<file path="config.mk">
export PLATFORM = sky130hd
export DESIGN_NAME = output_display
export DESIGN_NICKNAME = d
export VERILOG_FILES = /design/src/rtl/eight_bit_pkg.sv /design/src/rtl/bin_to_bcd.sv /design/src/rtl/output_display.sv
export SDC_FILE = /design/constraint.sdc
export NUM_CORES = 1
export LEC_CHECK = 0
export CAP_MARGIN = 0
export CORE_ASPECT_RATIO = 2
export CORE_MARGIN = 3
export CORE_UTILIZATION = 40
export CTS_BUF_LIST = sky130_fd_sc_hd__clkbuf_2 sky130_fd_sc_hd__clkbuf_4 sky130_fd_sc_hd__clkbuf_8
export DETAILED_ROUTE_END_ITERATION = 6
export SLEW_MARGIN = 20
export SYNTH_ARGS = -nofsm -noshare
export SYNTH_HDL_FRONTEND = slang
export SYNTH_SLANG_ARGS = --single-unit
export TNS_END_PERCENT = 20
</file>
<file path="constraint.sdc">
create_clock -name clk -period 4.9 [get_ports clk]
set_input_delay 1.225 -clock clk [delete_from_list [all_inputs] [get_ports clk]]
set_output_delay 1.225 -clock clk [all_outputs]
set_load 0.03 [all_outputs]
</file>
<file path="src/rtl/eight_bit_pkg.sv">
// Shared widths, segment constants, display payload and BCD-to-7-segment decode
// for the eight-bit bus/ALU/display path.
package eight_bit_pkg;

    localparam int unsigned DIGITS = 4;
    localparam int unsigned DATA_W = 8;
    localparam int unsigned BCD_W  = 12;
    localparam int unsigned SEG_W  = 7;

    localparam logic [SEG_W-1:0] SEG_BLANK = 7'h00;
    localparam logic [SEG_W-1:0] SEG_MINUS = 7'h40;

    typedef enum logic [1:0] {
        ST_IDLE    = 2'd0,
        ST_CONVERT = 2'd1,
        ST_DONE    = 2'd2
    } conv_state_t;

    // Everything the scanned display shows: sign flag plus three BCD digits
    typedef struct packed {
        logic             sign;
        logic [BCD_W-1:0] bcd;
    } disp_t;

    // Segment order {g,f,e,d,c,b,a}, active high; non-decimal codes blank
    function automatic logic [SEG_W-1:0] bcd_to_seg(input logic [3:0] d);
        logic [SEG_W-1:0] s;
        case (d)
            4'd0:    s = 7'h3F;
            4'd1:    s = 7'h06;
            4'd2:    s = 7'h5B;
            4'd3:    s = 7'h4F;
            4'd4:    s = 7'h66;
            4'd5:    s = 7'h6D;
            4'd6:    s = 7'h7D;
            4'd7:    s = 7'h07;
            4'd8:    s = 7'h7F;
            4'd9:    s = 7'h6F;
            default: s = SEG_BLANK;
        endcase
        return s;
    endfunction

endpackage

</file>
<file path="src/rtl/bin_to_bcd.sv">
// Sequential double-dabble: one add-3/shift step per cycle over DATA_W cycles.
// A start pulse restarts the conversion from scratch at any time.
module bin_to_bcd
    import eight_bit_pkg::*;
(
    input  logic              clk,
    input  logic              clr_n,
    input  logic              start,
    input  logic [DATA_W-1:0] mag,
    output logic [BCD_W-1:0]  bcd,
    output logic              done_c
);

    localparam int unsigned CNT_W = $clog2(DATA_W);

    logic [DATA_W-1:0] shift_q;
    logic [CNT_W-1:0]  cnt_q;
    logic              run_q;
    logic [BCD_W-1:0]  adj_c;
    logic [BCD_W-1:0]  step_c;

    // Add 3 to every nibble >= 5, then shift in the next magnitude bit
    always_comb begin
        adj_c = bcd;
        for (int i = 0; i < 3; i++) begin
            if (bcd[i*4 +: 4] >= 4'd5) begin
                adj_c[i*4 +: 4] = bcd[i*4 +: 4] + 4'd3;
            end
        end
        step_c = {adj_c[BCD_W-2:0], shift_q[DATA_W-1]};
    end

    // High during the cycle whose closing edge performs the final step
    assign done_c = run_q && (cnt_q == CNT_W'(DATA_W - 1));

    always_ff @(posedge clk or negedge clr_n) begin
        if (!clr_n) begin
            shift_q <= '0;
            bcd     <= '0;
            cnt_q   <= '0;
            run_q   <= 1'b0;
        end else if (start) begin
            shift_q <= mag;
            bcd     <= '0;
            cnt_q   <= '0;
            run_q   <= 1'b1;
        end else if (run_q) begin
            shift_q <= {shift_q[DATA_W-2:0], 1'b0};
            bcd     <= step_c;
            cnt_q   <= cnt_q + CNT_W'(1);
            if (done_c) begin
                run_q <= 1'b0;
            end
        end
    end

endmodule

</file>
<file path="src/rtl/output_display.sv">
// Bus reader: captures a byte, converts it to sign + three decimal digits and
// scans them onto a 4-digit multiplexed 7-segment display.
module output_display
    import eight_bit_pkg::*;
#(
    parameter int unsigned CLK_DIV = 16
) (
    input  logic              clk,
    input  logic              clr_n,
    input  logic [DATA_W-1:0] bus,
    input  logic              load,
    input  logic              signed_mode,
    output logic [DATA_W-1:0] value,
    output logic              busy,
    output logic [SEG_W-1:0]  seg,
    output logic [DIGITS-1:0] digit_sel
);

    localparam int unsigned PRE_W = (CLK_DIV > 1) ? $clog2(CLK_DIV) : 1;

    conv_state_t       state_q, state_d;
    disp_t             disp_q, disp_d;
    logic              sign_q;
    logic              neg_c;
    logic [DATA_W-1:0] mag_c;
    logic [BCD_W-1:0]  bcd;
    logic              done_c;
    logic              busy_d;

    logic [PRE_W-1:0]  pre_q, pre_d;
    logic [1:0]        idx_q, idx_d;
    logic              wrap_c;
    logic [SEG_W-1:0]  seg_d;
    logic [DIGITS-1:0] sel_d;

    // Two's-complement magnitude; 0x80 wraps to 128 which fits in 8 bits
    assign neg_c = signed_mode & bus[DATA_W-1];
    assign mag_c = neg_c ? DATA_W'(~bus + 8'd1) : bus;

    bin_to_bcd u_bin_to_bcd (
        .clk    (clk),
        .clr_n  (clr_n),
        .start  (load),
        .mag    (mag_c),
        .bcd    (bcd),
        .done_c (done_c)
    );

    always_ff @(posedge clk or negedge clr_n) begin
        if (!clr_n) begin
            value  <= '0;
            sign_q <= 1'b0;
        end else if (load) begin
            value  <= bus;
            sign_q <= neg_c;
        end
    end

    // Conversion FSM; a new load always wins over an in-flight result
    always_comb begin
        state_d = state_q;
        disp_d  = disp_q;
        case (state_q)
            ST_IDLE: begin
                if (load) state_d = ST_CONVERT;
            end
            ST_CONVERT: begin
                if (load)        state_d = ST_CONVERT;
                else if (done_c) state_d = ST_DONE;
            end
            ST_DONE: begin
                if (load) begin
                    state_d = ST_CONVERT;
                end else begin
                    disp_d  = '{sign: sign_q, bcd: bcd};
                    state_d = ST_IDLE;
                end
            end
            default: state_d = ST_IDLE;
        endcase
        busy_d = (state_d != ST_IDLE);
    end

    always_ff @(posedge clk or negedge clr_n) begin
        if (!clr_n) begin
            state_q <= ST_IDLE;
            disp_q  <= '0;
            busy    <= 1'b0;
        end else begin
            state_q <= state_d;
            disp_q  <= disp_d;
            busy    <= busy_d;
        end
    end

    // Scan: seg is decoded from next-state values so it moves with digit_sel
    always_comb begin
        wrap_c = (pre_q == PRE_W'(CLK_DIV - 1));
        pre_d  = wrap_c ? '0 : pre_q + PRE_W'(1);
        idx_d  = wrap_c ? idx_q + 2'd1 : idx_q;
        sel_d  = DIGITS'(1) << idx_d;
        case (idx_d)
            2'd3:    seg_d = disp_d.sign ? SEG_MINUS : SEG_BLANK;
            2'd2:    seg_d = bcd_to_seg(disp_d.bcd[11:8]);
            2'd1:    seg_d = bcd_to_seg(disp_d.bcd[7:4]);
            default: seg_d = bcd_to_seg(disp_d.bcd[3:0]);
        endcase
    end

    always_ff @(posedge clk or negedge clr_n) begin
        if (!clr_n) begin
            pre_q     <= '0;
            idx_q     <= '0;
            seg       <= bcd_to_seg(4'd0);
            digit_sel <= DIGITS'(1);
        end else begin
            pre_q     <= pre_d;
            idx_q     <= idx_d;
            seg       <= seg_d;
            digit_sel <= sel_d;
        end
    end

endmodule

</file>
# After elaboration in Yosys (flattened, before gate mapping)
# Memories as Yosys holds them, arrays and structs flattened.
# Cells that the tools add are included.
# W data, S select, Z words.
[word_totals]
register_bits = 66
memories = 3
latch_bits = 0
output_inout_bits = 20
ramBits = 0
rom_bits = 336
wordCells = 65
[memory_table]
columns = ["name", "depth", "width", "rd", "rd_clocked_by_memory_dff", "write_ports", "line", "rtl"]
rows = [
  ["(no name shown)", 16, 7, 1, 0, 0, "eight_bit_pkg.sv:28", "case (d)"],
  ["(no name shown)", 16, 7, 1, 0, 0, "eight_bit_pkg.sv:28", ""],
  ["(no name shown)", 16, 7, 1, 0, 0, "eight_bit_pkg.sv:28", ""],
]
[op_classes]
muxes = 24
mul = 0
reduce_logical = 4
bitwise = 2
eq_ne = 7
n_addsub = 7
order_cmp = 3
shift = 1
div = 0
[op_table]
columns = ["cell", "n"]
rows = [
  ["$mux W13", 2],
  ["$mux W12", 2],
  ["$mux W8", 3],
  ["$pmux W7 S3", 1],
  ["$ge A4 B3 Y1 const B", 3],
  ["$mux W4", 3],
  ["$mux W3", 3],
  ["$add A4 B2 Y4 const B", 2],
  ["$add A8 B1 Y8 const B", 1],
  ["$mux W2", 4],
  ["$not A8 Y8", 1],
  ["$mux W7", 1],
  ["$eq A2 B2 Y1 const B", 3],
  ["$pmux W2 S3", 1],
  ["$add A4 B1 Y4 const B", 1],
  ["$eq A2 B1 Y1 const B", 2],
  ["$eq A4 B4 Y1 const B", 1],
  ["$mux W1", 4],
  ["$reduce_bool A2 Y1", 2],
  ["$shl A1 B2 Y4 const A", 1],
  ["$add A3 B1 Y3 const B", 1],
  ["$add A3 B2 Y3 const B", 1],
  ["$eq A3 B3 Y1 const B", 1],
  ["$add A2 B1 Y2 const B", 1],
  ["3 further kinds", 3],
]

# Logic depth before layout (Yosys ltp)
[depth]
depth_word = 6
ltp_mapped = 9

# Hierarchy
# From an unflattened synthesis, not the netlist that was laid out.
[hier_totals]
hier_cells = 360
hier_area_um2 = 3777.4
[modules_own_cells]
columns = ["module", "seq_area_each_um2", "n_inst", "area_per_inst_um2", "cells_each"]
rows = [
  ["output_display", 1059.8, 1, 2477.4, 228],
  ["bin_to_bcd", 600.6, 1, 1300.0, 132],
]

# Worst setup path after synthesis
# No wires, ideal clock.
[synth_timing]
path_type = "input to register"
startpoint = "in load"
endpoint = "reg seg[4]"
cell_stages = 9
slack_ps = 1860
required_time_ps = 4800
arrival_ps = 2941
path_buffers = 2
cell_sequence = "nor3b_4 -> buf_6 -> buf_6 -> mux2i_1 -> inv_1 -> ha_1 -> a22o_1 -> a221oi_1 -> a21oi_1"
[synth_lines]
columns = ["item", "line", "rtl"]
rows = [
  ["start: declaration", "output_display.sv:11", "input logic load,"],
  ["end signal: assignment", "output_display.sv:114", "seg <= bcd_to_seg(4'd0);"],
  ["end signal: assignment", "output_display.sv:119", "seg <= seg_d;"],
  ["end: declaration", "output_display.sv:15", "output logic [SEG_W-1:0] seg,"],
]

==> flow_summary.toml <==
[synth]
synth_xor_area_frac = 0.03890
muxShareOfSynthArea = 0.09865
synth_cells = 351
avgSynthCellArea_sq_um = 10.26
synth_top_cell_by_area = "dfrtp_1"
syn_nets = 389
yosys.cell_types.count = 48
ys_ff_latch = 66
synth_common_cells = "dfrtp_1, ha_1, inv_1, o21ai_0"
synth_edf_count = 0
synth.most_common_cell = "dfrtp_1"
synth_top_family_by_area = "compound AO/OA/AOI/OAI gates"
synthAdderAreaFrac = 0.09031
synth_compound_area_frac = 0.1448
synth_top_flop_cell = "dfrtp_1"
yosys_warnings = 0
seq_area_frac_synth = 0.4609
ys_async_sr_fraction = 1.000
synthSimpleGateAreaFrac = 0.1205
synth_top_area_share = 0.4099
netlist_area_sq_um = 3602
synthTopCellsByArea = "dfrtp_1, ha_1, mux2i_1"

[clock_network]
path_clk_slew_ns = 0.07
cts_hold_buf = 0
cts.sinks = 66
post_cts_buffers = 0
cts_root_buffer = "clkbuf_8"
htreeDepth = 3
cts_resized = 0
cts_buffers = 9
insertion_delay_ns = 0.35
cts.path.max_buffers = 2
cts_tree = "built"

[critical_path]
cp.depth = 9
reg2reg_from = "state_q[0]"
cpMostUsedCell = "a21oi_1"
crit_chain = "clkdlybuf4s50_1 -> nor3b_4 -> buf_4 -> mux2i_1 -> inv_1 -> ha_1 -> a21oi_1 -> a21oi_1 -> a32oi_1"
crit_start = "load"
endpoint_kind = "flop"
slowest_stage = "nor3b_4"
critical_path_required_ns = 5.16
max_stage_delay_ns = 0.54
rr_worst_depth = 8
crit_family = "buffers and inverters"
path_max_fanout = 10
path_buf_inv = 3
start_kind = "primary input"
crit_type = "primary input to flop"
arrival_ns = 3.84

[job]
drv_cap = 0

[die]
die_h_microns = 140.2
core_sq_um = 8708
start_util = 0.4136
io_pins = 32
dieArea_sq_um = 10250
num_rows = 48
die_w_microns = 73.10

[final_layout]
nets = 424
fin_util = 0.4812
n_antenna_cell = 0
drive_gt1_frac = 0.1176
syn_to_final_growth_pct = 16.33

[timing]
period_minus_slack_ns = 3.577
clock_skew_ns = 0.009833
hold_viol = 0
max_freq_ghz = 0.2796
worst_pin_slew_ns = 0.7161
setup_ws_ns = 1.323
rsz0062_at_grt = "false"
post-route-period-util = 0.7300
fin_setup_tns_ns = 0
final-setup-viol-count = 0
slew-limit-headroom = 0.5194
slew_violations = 0

[power]
p_leak_uw = 0.001959
ir_drop_mv = 0.1610
p_per_area_nw_per_um2 = 262.3

[drt]
ant_nets = 0
routed_wl_mm = 7.416
routed_via_density = 5.356
drt_pass1_iterations = 4
drtIter0Drc = 79
drc = 0
dr_total_vias = 2630
wl_per_cell_microns = 15.10

[global_route]
antenna_found_initial = 0
overflow = 0
grt_first_pass_wirelength_mm = 12.48
grt_pass1_vias = 2632
grt_max_degree = 47
grt_use_total = 0.1589

[placement]
pre_cts_slack_ns = 1.010
place_congestion = 0.8187
dpl.hpwl_mm = 5.492
portBuffers = 31

[min_path]
worstHoldPathCells = 1
hold_path.class = "flop to flop"
hold_start = "state_q[1]"

[status]
status = "finished clean"
==> power by group <==
part,internal (uW),switching (uW),total [uW]
registers,564,13.8,578
clock network,197,219,416
logic,45.7,59.1,105
total,807,292,1100
==> path summary, 6_finish.rpt <==
path,slack [ns],end
worst max-delay path,1.32,seg[5]
worst min-delay path,0.47,state_q[1]
worst max register to register,2.25,seg[5]
worst min register to register,0.47,state_q[1]
max in group asynchronous,3.01,seg[3]
min in group asynchronous,0.92,pre_q[0]
==> worst register-to-register path: stages (launching register included) <==
cell and delay, ns:
dfrtp_1 0.43, nor3b_4 0.52, buf_4 0.30, mux2i_1 0.40
inv_1 0.16, ha_1 0.22, a21oi_1 0.16, a21oi_1 0.13
a32oi_1 0.25
==> cells by family after synthesis <==
family | after synthesis
compound gates | 84
xor+xnor | 16
fa+ha+maj | 26
buf+inv | 40
flops | 66
mux | 33
simple gates | 86
==> registers in the layout (all words and copies together), names as in the netlist, 3 cells and up <==
register	cells
u_bin_to_bcd.cnt_q	3
digit_sel	4
pre_q	4
u_bin_to_bcd.bcd	12
u_bin_to_bcd.shift_q	8
disp_q	13
value	8
seg	7
==> layer usage <==
metal / GRT usage / routed length [microns]
met5: 0 / 0
met1: 0.1749 / 2954
met4: 0.1012 / 322
met3: 0.03592 / 212
met2: 0.2655 / 3927
==> through the flow <==
step | instances | hold slack (ns) | cell area [sq um] | power (uW)
after floorplan | 351 | 0.4320 | 3602 | 645.2
after global placement | 475 | 0.4577 | 4010 | 693.1
after detailed placement | 475 | 0.4570 | 4010 | 695.6
after CTS | 491 | 0.4662 | 4190 | 1115
after global routing | 491 | 0.4968 | 4190 | 1152
final | 491 | 0.4720 | 4190 | 1099
==> cell type report <==
type,instances,area [sq um]
inverters,28,105.1
multi-input cells,245,1777
clock inverters,6,42.54
repair buffers,36,342.8
flip-flops and latches,66,1660
well taps,100,125.1
fillers,806,4518
clock buffers,10,137.6
==> placed cells by master, fill, tap and decap left out, drive strengths merged, types with 3 or more instances in the layout <==
master / netlist / layout
a21oi: 21 / 21
nand2: 20 / 20
clkinv: 0 / 4
dfstp: 7 / 7
mux2i: 25 / 25
o21a: 3 / 3
nor3: 5 / 5
mux2: 8 / 8
nand2b: 12 / 12
o21ai: 27 / 27
nand3b: 3 / 3
and2: 3 / 3
ha: 26 / 26
a31oi: 3 / 3
a21o: 5 / 5
xor2: 6 / 6
nand3: 13 / 13
dfrtp: 59 / 59
xnor2: 10 / 10
buf: 4 / 6
clkdlybuf4s50: 0 / 30
a32oi: 3 / 3
nor2: 21 / 21
clkbuf: 8 / 10
inv: 28 / 28
o22ai: 6 / 6
No activity file was read; power rests on OpenSTA's default activity.
